## src/rtl/pipe_hazard_ctrl.sv

```systemverilog
// Pipeline hazard controller: load-use bubbles, taken-branch flushes and
// multi-cycle mult/div stalls, with saturating stall/flush counters.
module pipe_hazard_ctrl #(
    parameter int unsigned MDU_LAT = 32,
    parameter int unsigned CNT_W   = 16
) (
    input  logic             clk,
    input  logic             rst_n,
    input  logic [4:0]       id_rs,
    input  logic [4:0]       id_rt,
    input  logic             id_uses_rt,
    input  logic             ex_memread,
    input  logic [4:0]       ex_rt,
    input  logic             br_taken,
    input  logic             mdu_start,
    input  logic             perf_clr,
    output logic             pc_we,
    output logic             ifid_we,
    output logic             ifid_flush,
    output logic             idex_clear,
    output logic             exmem_clear,
    output logic             mdu_busy,
    output logic [CNT_W-1:0] stall_cnt,
    output logic [CNT_W-1:0] flush_cnt
);

    localparam int unsigned WAIT_W = 8;

    typedef enum logic {
        ST_RUN      = 1'b0,
        ST_MDU_WAIT = 1'b1
    } state_t;

    state_t             r_state;
    state_t             w_state_nxt;
    logic [WAIT_W-1:0]  r_wait_cnt;
    logic [WAIT_W-1:0]  w_wait_cnt_nxt;
    logic               r_mdu_busy;
    logic [CNT_W-1:0]   r_stall_cnt;
    logic [CNT_W-1:0]   r_flush_cnt;
    logic               w_load_use;

    // A load targeting $zero never creates a dependency.
    assign w_load_use = ex_memread & (ex_rt != 5'd0) &
                        ((ex_rt == id_rs) | (id_uses_rt & (ex_rt == id_rt)));

    always_ff @(posedge clk or negedge rst_n) begin
        if (!rst_n) begin
            r_state    <= ST_RUN;
            r_wait_cnt <= '0;
            r_mdu_busy <= 1'b0;
        end else begin
            r_state    <= w_state_nxt;
            r_wait_cnt <= w_wait_cnt_nxt;
            r_mdu_busy <= (w_state_nxt == ST_MDU_WAIT);
        end
    end

    // Mealy control: taken branch dominates, then MDU wait, then load-use.
    always_comb begin
        w_state_nxt    = r_state;
        w_wait_cnt_nxt = r_wait_cnt;
        pc_we          = 1'b1;
        ifid_we        = 1'b1;
        ifid_flush     = 1'b0;
        idex_clear     = 1'b0;
        exmem_clear    = 1'b0;
        if (!rst_n) begin
            pc_we          = 1'b0;
            ifid_we        = 1'b0;
            ifid_flush     = 1'b1;
            idex_clear     = 1'b1;
            exmem_clear    = 1'b1;
            w_state_nxt    = ST_RUN;
            w_wait_cnt_nxt = '0;
        end else if (br_taken) begin
            ifid_flush     = 1'b1;
            idex_clear     = 1'b1;
            exmem_clear    = 1'b1;
            w_state_nxt    = ST_RUN;
            w_wait_cnt_nxt = '0;
        end else begin
            case (r_state)
                ST_RUN: begin
                    if (w_load_use) begin
                        pc_we      = 1'b0;
                        ifid_we    = 1'b0;
                        idex_clear = 1'b1;
                    end else if (mdu_start) begin
                        w_state_nxt    = ST_MDU_WAIT;
                        w_wait_cnt_nxt = WAIT_W'(MDU_LAT - 1);
                    end
                end
                ST_MDU_WAIT: begin
                    pc_we          = 1'b0;
                    ifid_we        = 1'b0;
                    idex_clear     = 1'b1;
                    w_wait_cnt_nxt = r_wait_cnt - WAIT_W'(1);
                    if (r_wait_cnt <= WAIT_W'(1)) begin
                        w_state_nxt = ST_RUN;
                    end
                end
                default: begin
                    w_state_nxt    = ST_RUN;
                    w_wait_cnt_nxt = '0;
                end
            endcase
        end
    end

    // Saturating performance counters; clear wins over increment.
    always_ff @(posedge clk or negedge rst_n) begin
        if (!rst_n) begin
            r_stall_cnt <= '0;
            r_flush_cnt <= '0;
        end else if (perf_clr) begin
            r_stall_cnt <= '0;
            r_flush_cnt <= '0;
        end else begin
            if (!pc_we && (r_stall_cnt != '1)) begin
                r_stall_cnt <= r_stall_cnt + CNT_W'(1);
            end
            if (br_taken && (r_flush_cnt != '1)) begin
                r_flush_cnt <= r_flush_cnt + CNT_W'(1);
            end
        end
    end

    assign mdu_busy  = r_mdu_busy;
    assign stall_cnt = r_stall_cnt;
    assign flush_cnt = r_flush_cnt;

endmodule

```

## config.mk

```make
export PLATFORM = sky130hd
export DESIGN_NAME = pipe_hazard_ctrl
export DESIGN_NICKNAME = d
export VERILOG_FILES = /design/src/rtl/pipe_hazard_ctrl.sv
export SDC_FILE = /design/constraint.sdc
export NUM_CORES = 1
export LEC_CHECK = 0
export ABC_CLOCK_PERIOD_IN_PS = 2800
export CAP_MARGIN = 20
export CORE_UTILIZATION = 60
export DETAILED_ROUTE_END_ITERATION = 8
export DONT_BUFFER_PORTS = 1
export GPL_TIMING_DRIVEN = 1
export PLACE_DENSITY = 0.85
export SYNTH_ARGS = -nofsm -noshare
export SYNTH_HDL_FRONTEND = slang
export SYNTH_SLANG_ARGS = --single-unit
```

## constraint.sdc

```tcl
create_clock -name clk -period 2.8 [get_ports clk]
set_clock_uncertainty 0.15 [all_clocks]
set_input_delay 0.28 -clock clk [delete_from_list [all_inputs] [get_ports clk]]
set_output_delay 0.28 -clock clk [all_outputs]
set_load 0.02 [all_outputs]
```

== Word-level counts from Yosys, hierarchy flattened ==
Index checks and enable logic that the tools add are counted.
Word-level totals
  register bits after elaboration: 41
  bits in latches: 0
  memory bits (writable): 0
  memory bits (read-only): 0
  input bits: 22
  output and inout port bits: 38
  logic and storage cells: 51
  memories kept: 0
Cells by class
  $add $sub $neg: 3
  $mul: 0
  div/mod/pow operators: 0
  magnitude comparators: 1
  equality and inequality tests: 6
  shift-type cells: 0
  muxes and demuxes: 25
  bitwise logic cells: 5
  reduce and logical (&&, ||, !) cells: 7
Operators with widths (count)
  $mux 16: 4
  $add 16x1->16 const B: 2
  $mux 8: 4
  $ne 16x16->1 const B: 2
  $pmux 8 s2: 1
  $mux 1: 13
  $eq 5x5->1: 2
  $le 8x1->1 const B: 1
  $ne 4x4->1 const B: 2
  $sub 8x1->8 const B: 1
  $pmux 1 s2: 3
  $reduce_bool 5->1: 1
  $reduce_bool 2->1: 2
  $and 1x1->1: 3
  $logic_and 1x1->1: 2
  $reduce_and 2->1: 1
  $logic_not 1->1: 1
  $not 1->1: 1
  $or 1x1->1: 1

== Longest topological paths before layout ==
Gate-level depths: netlist of the first run.
  depth after elaboration: 12
  mapped depth: 10
  depth with buffers taken out: 7

== Least setup slack after synthesis of the first run ==
Ideal clock, no wire load.
  kind: register to register
  start point: reg r_stall_cnt[0], in the netlist stall_cnt[0]
  end point: reg r_stall_cnt[13], in the netlist stall_cnt[13]
  library setup time: 0.078 ns
  arrival time: 2.400 ns
  data required time: 2.572 ns
  path slack: 0.172 ns
  stages on the path, launching flop included: 9
  path buffers: 1
  clock period less this slack: 2.628 ns
  path through: dfrtp_1 -> ha_1 -> and3_1 -> and3_1 -> or4_1 -> and2_4 -> buf_6 -> or4_1 -> a21oi_1
Between the ends
  cells in the longest elaborated chain, start to end: 3
  elaborated cells between the ends (all ways): 6
  classes of those cells: 1 x add/sub; 1 x eq/ne; 2 x mux; 2 x reduce/logical
RTL lines
  start: declaration: RTL line 39  | logic [CNT_W-1:0] r_stall_cnt;
  start signal: assignment: RTL line 121  | r_stall_cnt <= r_stall_cnt + CNT_W'(1);
  $add 16x1->16 / $ne 16x16->1 (equally long branches): RTL line 121, 120
  $mux 16 / $logic_and 1x1->1 (equally long branches): RTL line 120  | if (!pc_we && (r_stall_cnt != '1)) begin
  $mux 16 / $reduce_bool 2->1 (equally long branches)
Several ways; a longest one is shown, not always the timed one. The select of a mux whose other input is x is not followed.
A chain may end at the register's enable or synchronous reset.

== Final worst setup path of the first run ==
  start point: reg r_stall_cnt[0], in the netlist stall_cnt[0]
  end point: reg r_stall_cnt[9], in the netlist stall_cnt[9]
Same word-level chain as after synthesis.

==> results.txt, run 1 <==
clk root buf -> sky130_fd_sc_hd__clkbuf_8
outcome -> finished, final reports clean
Max Transition Viols Final -> 0
launch point of the worst reg-to-reg path -> stall_cnt[0]$_DFFE_PN0P_
setup repair after global routing missed its margin -> no
GRT overflow -> 0
area of the placeable core -> 0.00366 mm2
most area-hungry cell type in the Yosys netlist -> sky130_fd_sc_hd__dfrtp_1
TritonCTS Sinks -> 41
maximum buffer depth of the clock tree -> 2
clock slew seen by the registers of the worst setup and hold paths -> 0.09 ns
max-slew headroom at the worst pin -> 0.612
number of synthesized flops with an enable pin -> 0
iteration count of the initial detailed-routing pass -> 5
critical path required time -> 2.87 ns
estimated wirelength of the detail-placed design -> 3410 um
category of the most critical setup path -> register to register
top post-synthesis cells by count -> sky130_fd_sc_hd__dfrtp_1, sky130_fd_sc_hd__nor2_1, sky130_fd_sc_hd__a21oi_1
initial antenna violation count -> 0
launch point of the worst path -> stall_cnt[0]$_DFFE_PN0P_
number of inserted diodes -> 0
number of nets in the final layout -> 287
Total Neg Setup Slack -> 0 ns
CP arrival -> 2.74 ns
Max Cap Violations -> 0
net count after synthesis -> 275
number of I/O port buffers -> 0
drt initial violations -> 124
r2r setup slk -> 0.13 ns
clock latency on the worst-skew pair -> 0.30 ns
weighted congestion at the end of routability-driven global placement -> 0.813
power density over the cells -> 518 mW/mm2
startpoint of the most critical hold path -> br_taken
antenna viol nets, final -> 0
largest net degree at the start of global routing -> 42
most instantiated library cell after synthesis -> sky130_fd_sc_hd__dfrtp_1
post-synthesis cell type count -> 37
internal power -> 0.00101 W
LEAKAGE -> 1.07 nW
cell count after synthesis -> 249
IO Pins -> 60
chip height -> 63.8 um
TritonCTS clock tree -> yes
final instance area -> 0.00256 mm2
shortest clock period the worst path allows after layout -> 2.67 ns
wire length of the first global-routing pass -> 8390 um
capturing element type of the critical path -> register
final setup violating endpoints -> 0
switch share -> 0.239
Worst-Margin Slew -> 0.581 ns
post-synthesis instance area -> 0.00229 mm2
share of the cycle needed by the critical path after routing -> 0.953
maximum achievable frequency -> 375 MHz
vias in the first global route -> 1793
top fanout value on the critical path -> 28
Startpoint Class -> register
clock share of power -> 0.428
Resized Gates After CTS -> 0
Final Hold Violating Endpoints -> 0
number of levels the H-tree was split into -> 2
Synth-to-Final Area Change -> 11.9%
count of filler cells inserted in the layout -> 274
sw power -> 0.000318 W
top cell type's share of synthesized area -> 0.448
Residual DRC -> 0
die area -> 0.00407 mm2
worst voltage drop across the vdd grid -> 0.000360 V
post-placement cell area -> 0.00236 mm2
Worst Hold Class -> input port to register
Ys Warns -> 0
starting density of the core -> 0.626
fraction of final layout cells sized beyond drive strength 1 -> 0.0992
share of total power in sequential cells -> 0.469
overall routed net length -> 5180 um
routed vias -> 1919
DIE WIDTH -> 63.8 um
dominant cells by area after synthesis -> sky130_fd_sc_hd__dfrtp_1, sky130_fd_sc_hd__xor2_1, sky130_fd_sc_hd__a21oi_1
share of flip-flops with an asynchronous set or reset -> 1.00
drt via density -> 6.19
routed wirelength normalized by instance count -> 16.7 um
flip-flop and latch count after synthesis -> 41
total CTS buffers -> 5
global-route usage over all layers -> 0.268
mean instance size in the synthesized netlist -> 9.20 um2
Primary FF master, synth -> sky130_fd_sc_hd__dfrtp_1
Comb pwr share -> 0.103
fraction of the yosys area taken by sequential cells -> 0.448
number of core rows -> 22
-- cell type report --
type / instances / area, um2 / area share
well taps: 48 / 60.1 / 0.0234
inverters: 6 / 22.5 / 0.00878
clock inverters: 3 / 65.1 / 0.0254
flip-flops and latches: 41 / 1030 / 0.400
multi-input cells: 192 / 1180 / 0.461
clock buffers: 5 / 68.8 / 0.0268
repair buffers: 15 / 140 / 0.0547
-- metal layers --
metal / GRT usage / wire length [um]
met5: 0 / 0
met4: 0.108 / 81
met3: 0.0804 / 288
met2: 0.434 / 2500
met1: 0.335 / 2310
-- worst max-delay path, cell delays in order, from the launching register on --
cell and delay, ns:
sky130_fd_sc_hd__dfrtp_1 0.40, sky130_fd_sc_hd__ha_1 0.25, sky130_fd_sc_hd__and3_1 0.23, sky130_fd_sc_hd__and3_1 0.21, sky130_fd_sc_hd__or4_1 0.42, sky130_fd_sc_hd__and2_4 0.24, sky130_fd_sc_hd__or4_1 0.51, sky130_fd_sc_hd__a21oi_1 0.18
-- power by group through the flow --
stage / registers [W] / logic [W] / clock network (W)
2_1_floorplan: 0.000639 / 0.0000915 / 0
3_3_place_gp: 0.000634 / 0.000104 / 0
3_5_place_dp: 0.000634 / 0.000107 / 0
4_1_cts: 0.000623 / 0.000134 / 0.000571
5_1_grt: 0.000625 / 0.000150 / 0.000601
6_report: 0.000623 / 0.000137 / 0.000568
-- flip-flops by register name, indices dropped and copies added (netlist names) --
| signal | flops |
|---|---|
| flush_cnt | 16 |
| stall_cnt | 16 |
| r_wait_cnt | 8 |
| mdu_busy | 1 |
-- kinds of logic after synthesis --
family                   share of synthesized area
AND/OR/NAND/NOR                              0.255
buffers and inverters                       0.0366
adder cells (fa/ha/maj)                     0.0218
XOR/XNOR                                     0.107
AO/OA/AOI/OAI                                0.128
flip-flops                                   0.448
multiplexers                               0.00437
-- per-stage QoR --
step | utilization | hold WS, ns | worst slack [ns] | power, W | cells
finish | 0.700 | 0.0296 | 0.132 | 0.00133 | 310
global route | 0.700 | 0.0448 | 0.0469 | 0.00138 | 310
CTS | 0.696 | 0.0390 | 0.173 | 0.00133 | 309
detailed placement | 0.646 | -0.165 | 0.200 | 0.000742 | 297
global placement | 0.646 | -0.164 | 0.321 | 0.000738 | 297
floorplan | - | -0.166 | 0.172 | 0.000731 | 249
-- repair_timing --
item | CTS | global route
hold endpoints to repair | 73 | 0
buffers inserted | 0 | 0
hold buffers | 4 | 0
-- final timing paths --
path,endpoint,depth (start not counted)
worst max register to register,stall_cnt[9]$_DFFE_PN0P_,7
worst min register to register,r_wait_cnt[6]$_DFFE_PN0P_,2
worst max-delay path,stall_cnt[9]$_DFFE_PN0P_,7
worst min-delay path,flush_cnt[2]$_DFFE_PN0P_,2
min in group asynchronous,stall_cnt[9]$_DFFE_PN0P_,2
max in group asynchronous,flush_cnt[4]$_DFFE_PN0P_,2
-- cells in the final DEF (no fill, tap or decap), types with 10 or more instances in the layout --
master and n:
sky130_fd_sc_hd__a21oi_1 22, sky130_fd_sc_hd__dfrtp_1 41, sky130_fd_sc_hd__or3_1 10, sky130_fd_sc_hd__o21ai_0 16
sky130_fd_sc_hd__nand2_1 15, sky130_fd_sc_hd__xor2_1 21, sky130_fd_sc_hd__buf_4 10, sky130_fd_sc_hd__nand3_1 16
sky130_fd_sc_hd__nor2_1 26
No activity file was read; power rests on OpenSTA's default activity.
==> run 2: changes to the inputs <==
--- a/config.mk
+++ b/config.mk
@@ -7,11 +7,11 @@
 export LEC_CHECK = 0
 export ABC_CLOCK_PERIOD_IN_PS = 2800
 export CAP_MARGIN = 20
-export CORE_UTILIZATION = 60
+export CORE_UTILIZATION = 49
+export CTS_BUF_LIST = sky130_fd_sc_hd__clkbuf_16
 export DETAILED_ROUTE_END_ITERATION = 8
-export DONT_BUFFER_PORTS = 1
 export GPL_TIMING_DRIVEN = 1
-export PLACE_DENSITY = 0.85
+export PLACE_DENSITY = 0.89
 export SYNTH_ARGS = -nofsm -noshare
 export SYNTH_HDL_FRONTEND = slang
 export SYNTH_SLANG_ARGS = --single-unit
==> run 2 against run 1 <==
Effect of this change:
- critical path depth increased by 1
- combinational power rose by 45%
- clock power is 3.7% lower
- cell count increased by 20%
- setup slack improved by 0.013 ns
- maximum frequency rose by 0.48%
- die area rose by 22%
- register-to-register slack better by 0.04 ns
- wire length up 11%
- sequential share of layout area down 7.3 points
- utilization is 1.0 points higher
- cell area grew 22%
- critical path type is now input port to register
- critical endpoint is now stall_cnt[15]$_DFFE_PN0P_
- highest routed layer unchanged
==> results.txt, run 2 (synthesized netlist as in run 1, its figures left out) <==
Worst Hold Class -> input port to async pin
Synth-to-Final Area Change -> 36.9%
largest net degree at the start of global routing -> 33
area of the placeable core -> 0.00441 mm2
maximum achievable frequency -> 377 MHz
initial antenna violation count -> 0
maximum buffer depth of the clock tree -> 2
die area -> 0.00495 mm2
total CTS buffers -> 5
Worst-Margin Slew -> 0.354 ns
GRT overflow -> 0
routed vias -> 2197
IO Pins -> 60
vias in the first global route -> 2202
clock share of power -> 0.400
amount of wire on met3 after detailed routing -> 256 um
most frequent cells in the layout -> sky130_fd_sc_hd__clkdlybuf4s50_1, sky130_fd_sc_hd__dfrtp_1, sky130_fd_sc_hd__nor2_1
estimated wirelength of the detail-placed design -> 3980 um
antenna viol nets, final -> 0
postcts setup bufs -> 0
Max Cap Violations -> 0
clock latency on the worst-skew pair -> 0.28 ns
count of filler cells inserted in the layout -> 352
most common cell after layout, fill and taps aside -> sky130_fd_sc_hd__clkdlybuf4s50_1
top sig layer -> met4
final instance area -> 0.00314 mm2
setup repair after global routing missed its margin -> no
overall routed net length -> 5740 um
sw power -> 0.000344 W
power density over the cells -> 436 mW/mm2
clk root buf -> sky130_fd_sc_hd__clkbuf_16
max-slew headroom at the worst pin -> 0.763
chip height -> 70.4 um
wire length of the first global-routing pass -> 9810 um
total met2 wirelength after detailed routing -> 2980 um
Startpoint Class -> input port
global-route usage over all layers -> 0.249
internal power -> 0.00102 W
number of core rows -> 24
worst voltage drop across the vdd grid -> 0.000312 V
starting density of the core -> 0.519
CP arrival -> 2.71 ns
iteration count of the initial detailed-routing pass -> 4
Fin Hold WS -> 0.281 ns
Final Hold Violating Endpoints -> 0
clock slew seen by the registers of the worst setup and hold paths -> 0.06 ns
number of I/O port buffers -> 59
met1 layer wirelength in the final routing -> 2430 um
critical path required time -> 2.86 ns
outcome -> finished, final reports clean
TritonCTS Sinks -> 41
number of nets in the final layout -> 346
Residual DRC -> 0
fraction of final layout cells sized beyond drive strength 1 -> 0.0872
multi-input combinational cell area -> 0.00119 mm2
TritonCTS clock tree -> yes
DIE WIDTH -> 70.4 um
shortest clock period the worst path allows after layout -> 2.66 ns
top fanout value on the critical path -> 13
routed wirelength normalized by instance count -> 15.4 um
drt via density -> 5.89
LEAKAGE -> 1.29 nW
share of total power in sequential cells -> 0.455
category of the most critical setup path -> input port to register
area taken by flip-flops and latches -> 0.00103 mm2
post-placement cell area -> 0.00298 mm2
capturing element type of the critical path -> register
number of levels the H-tree was split into -> 2
final core utilization -> 0.710
drt initial violations -> 182
final setup violating endpoints -> 0
switch share -> 0.251
share of the cycle needed by the critical path after routing -> 0.948
Max Transition Viols Final -> 0
Comb pwr share -> 0.145
number of inserted diodes -> 0
weighted congestion at the end of routability-driven global placement -> 0.840
run 2: through the flow:
stage               setup slack [ns]  TNS, ns  total power (W)  instances
floorplan                      0.172        0         0.000731        249
global placement             -0.0859   -0.781         0.000822        363
detailed placement            -0.201    -1.98         0.000829        363
CTS                           0.0875        0          0.00137        372
global route                  0.0127        0          0.00142        373
finish                         0.145        0          0.00137        373
run 2: layout make-up:
| cell class | count | area share |
|---|---|---|
| Clock buffer | 5 | 0.0399 |
| Inverter | 6 | 0.00718 |
| Multi-Input combinational cell | 193 | 0.380 |
| Tap cell | 52 | 0.0208 |
| Clock inverter | 3 | 0.00399 |
| Sequential cell | 41 | 0.327 |
| Timing Repair Buffer | 73 | 0.221 |
run 2: power groups by stage:
stage / clock network, W / registers (W) / logic, W
2_1_floorplan: 0 / 0.000639 / 0.0000915
3_3_place_gp: 0 / 0.000631 / 0.000192
3_5_place_dp: 0 / 0.000631 / 0.000198
4_1_cts: 0.000553 / 0.000621 / 0.000197
5_1_grt: 0.000584 / 0.000624 / 0.000217
6_report: 0.000547 / 0.000622 / 0.000198
run 2: metal layers:
| metal | GRT usage | up-vias |
|---|---|---|
| li1 | - | 1037 |
| met1 | 0.308 | 1088 |
| met2 | 0.422 | 66 |
| met3 | 0.0563 | 6 |
| met4 | 0.0933 | 0 |
| met5 | 0 | - |
run 2: what timing repair did:
| item | in CTS | in global routing |
|---|---|---|
| gates cloned | 0 | 1 |
| endpoints found under the setup margin | 3 | 7 |
| endpoints found under the hold margin | 9 | 0 |
| pin swaps | 0 | 1 |
| hold buffers | 1 | 0 |
| resized for setup | 4 | 2 |
run 2: final timing paths:
check	startpoint	end	slack (ns)	cells past startpoint
max	ex_rt[4]	stall_cnt[15]$_DFFE_PN0P_	0.14	8
min	rst_n	stall_cnt[10]$_DFFE_PN0P_	0.28	2
max reg2reg	stall_cnt[1]$_DFFE_PN0P_	stall_cnt[15]$_DFFE_PN0P_	0.17	7
min reg2reg	r_wait_cnt[6]$_DFFE_PN0P_	r_wait_cnt[6]$_DFFE_PN0P_	0.40	2
max in group asynchronous	rst_n	r_wait_cnt[6]$_DFFE_PN0P_	1.72	3
min in group clk	r_wait_cnt[6]$_DFFE_PN0P_	r_wait_cnt[6]$_DFFE_PN0P_	0.40	2
run 2: critical path: stages:
cell,delay [ns]
sky130_fd_sc_hd__clkdlybuf4s50_1,0.49
sky130_fd_sc_hd__xor2_1,0.21
sky130_fd_sc_hd__nor4_2,0.22
sky130_fd_sc_hd__a32oi_1,0.16
sky130_fd_sc_hd__or4_4,0.52
sky130_fd_sc_hd__and2_4,0.20
sky130_fd_sc_hd__or4_1,0.48
sky130_fd_sc_hd__a21oi_1,0.16
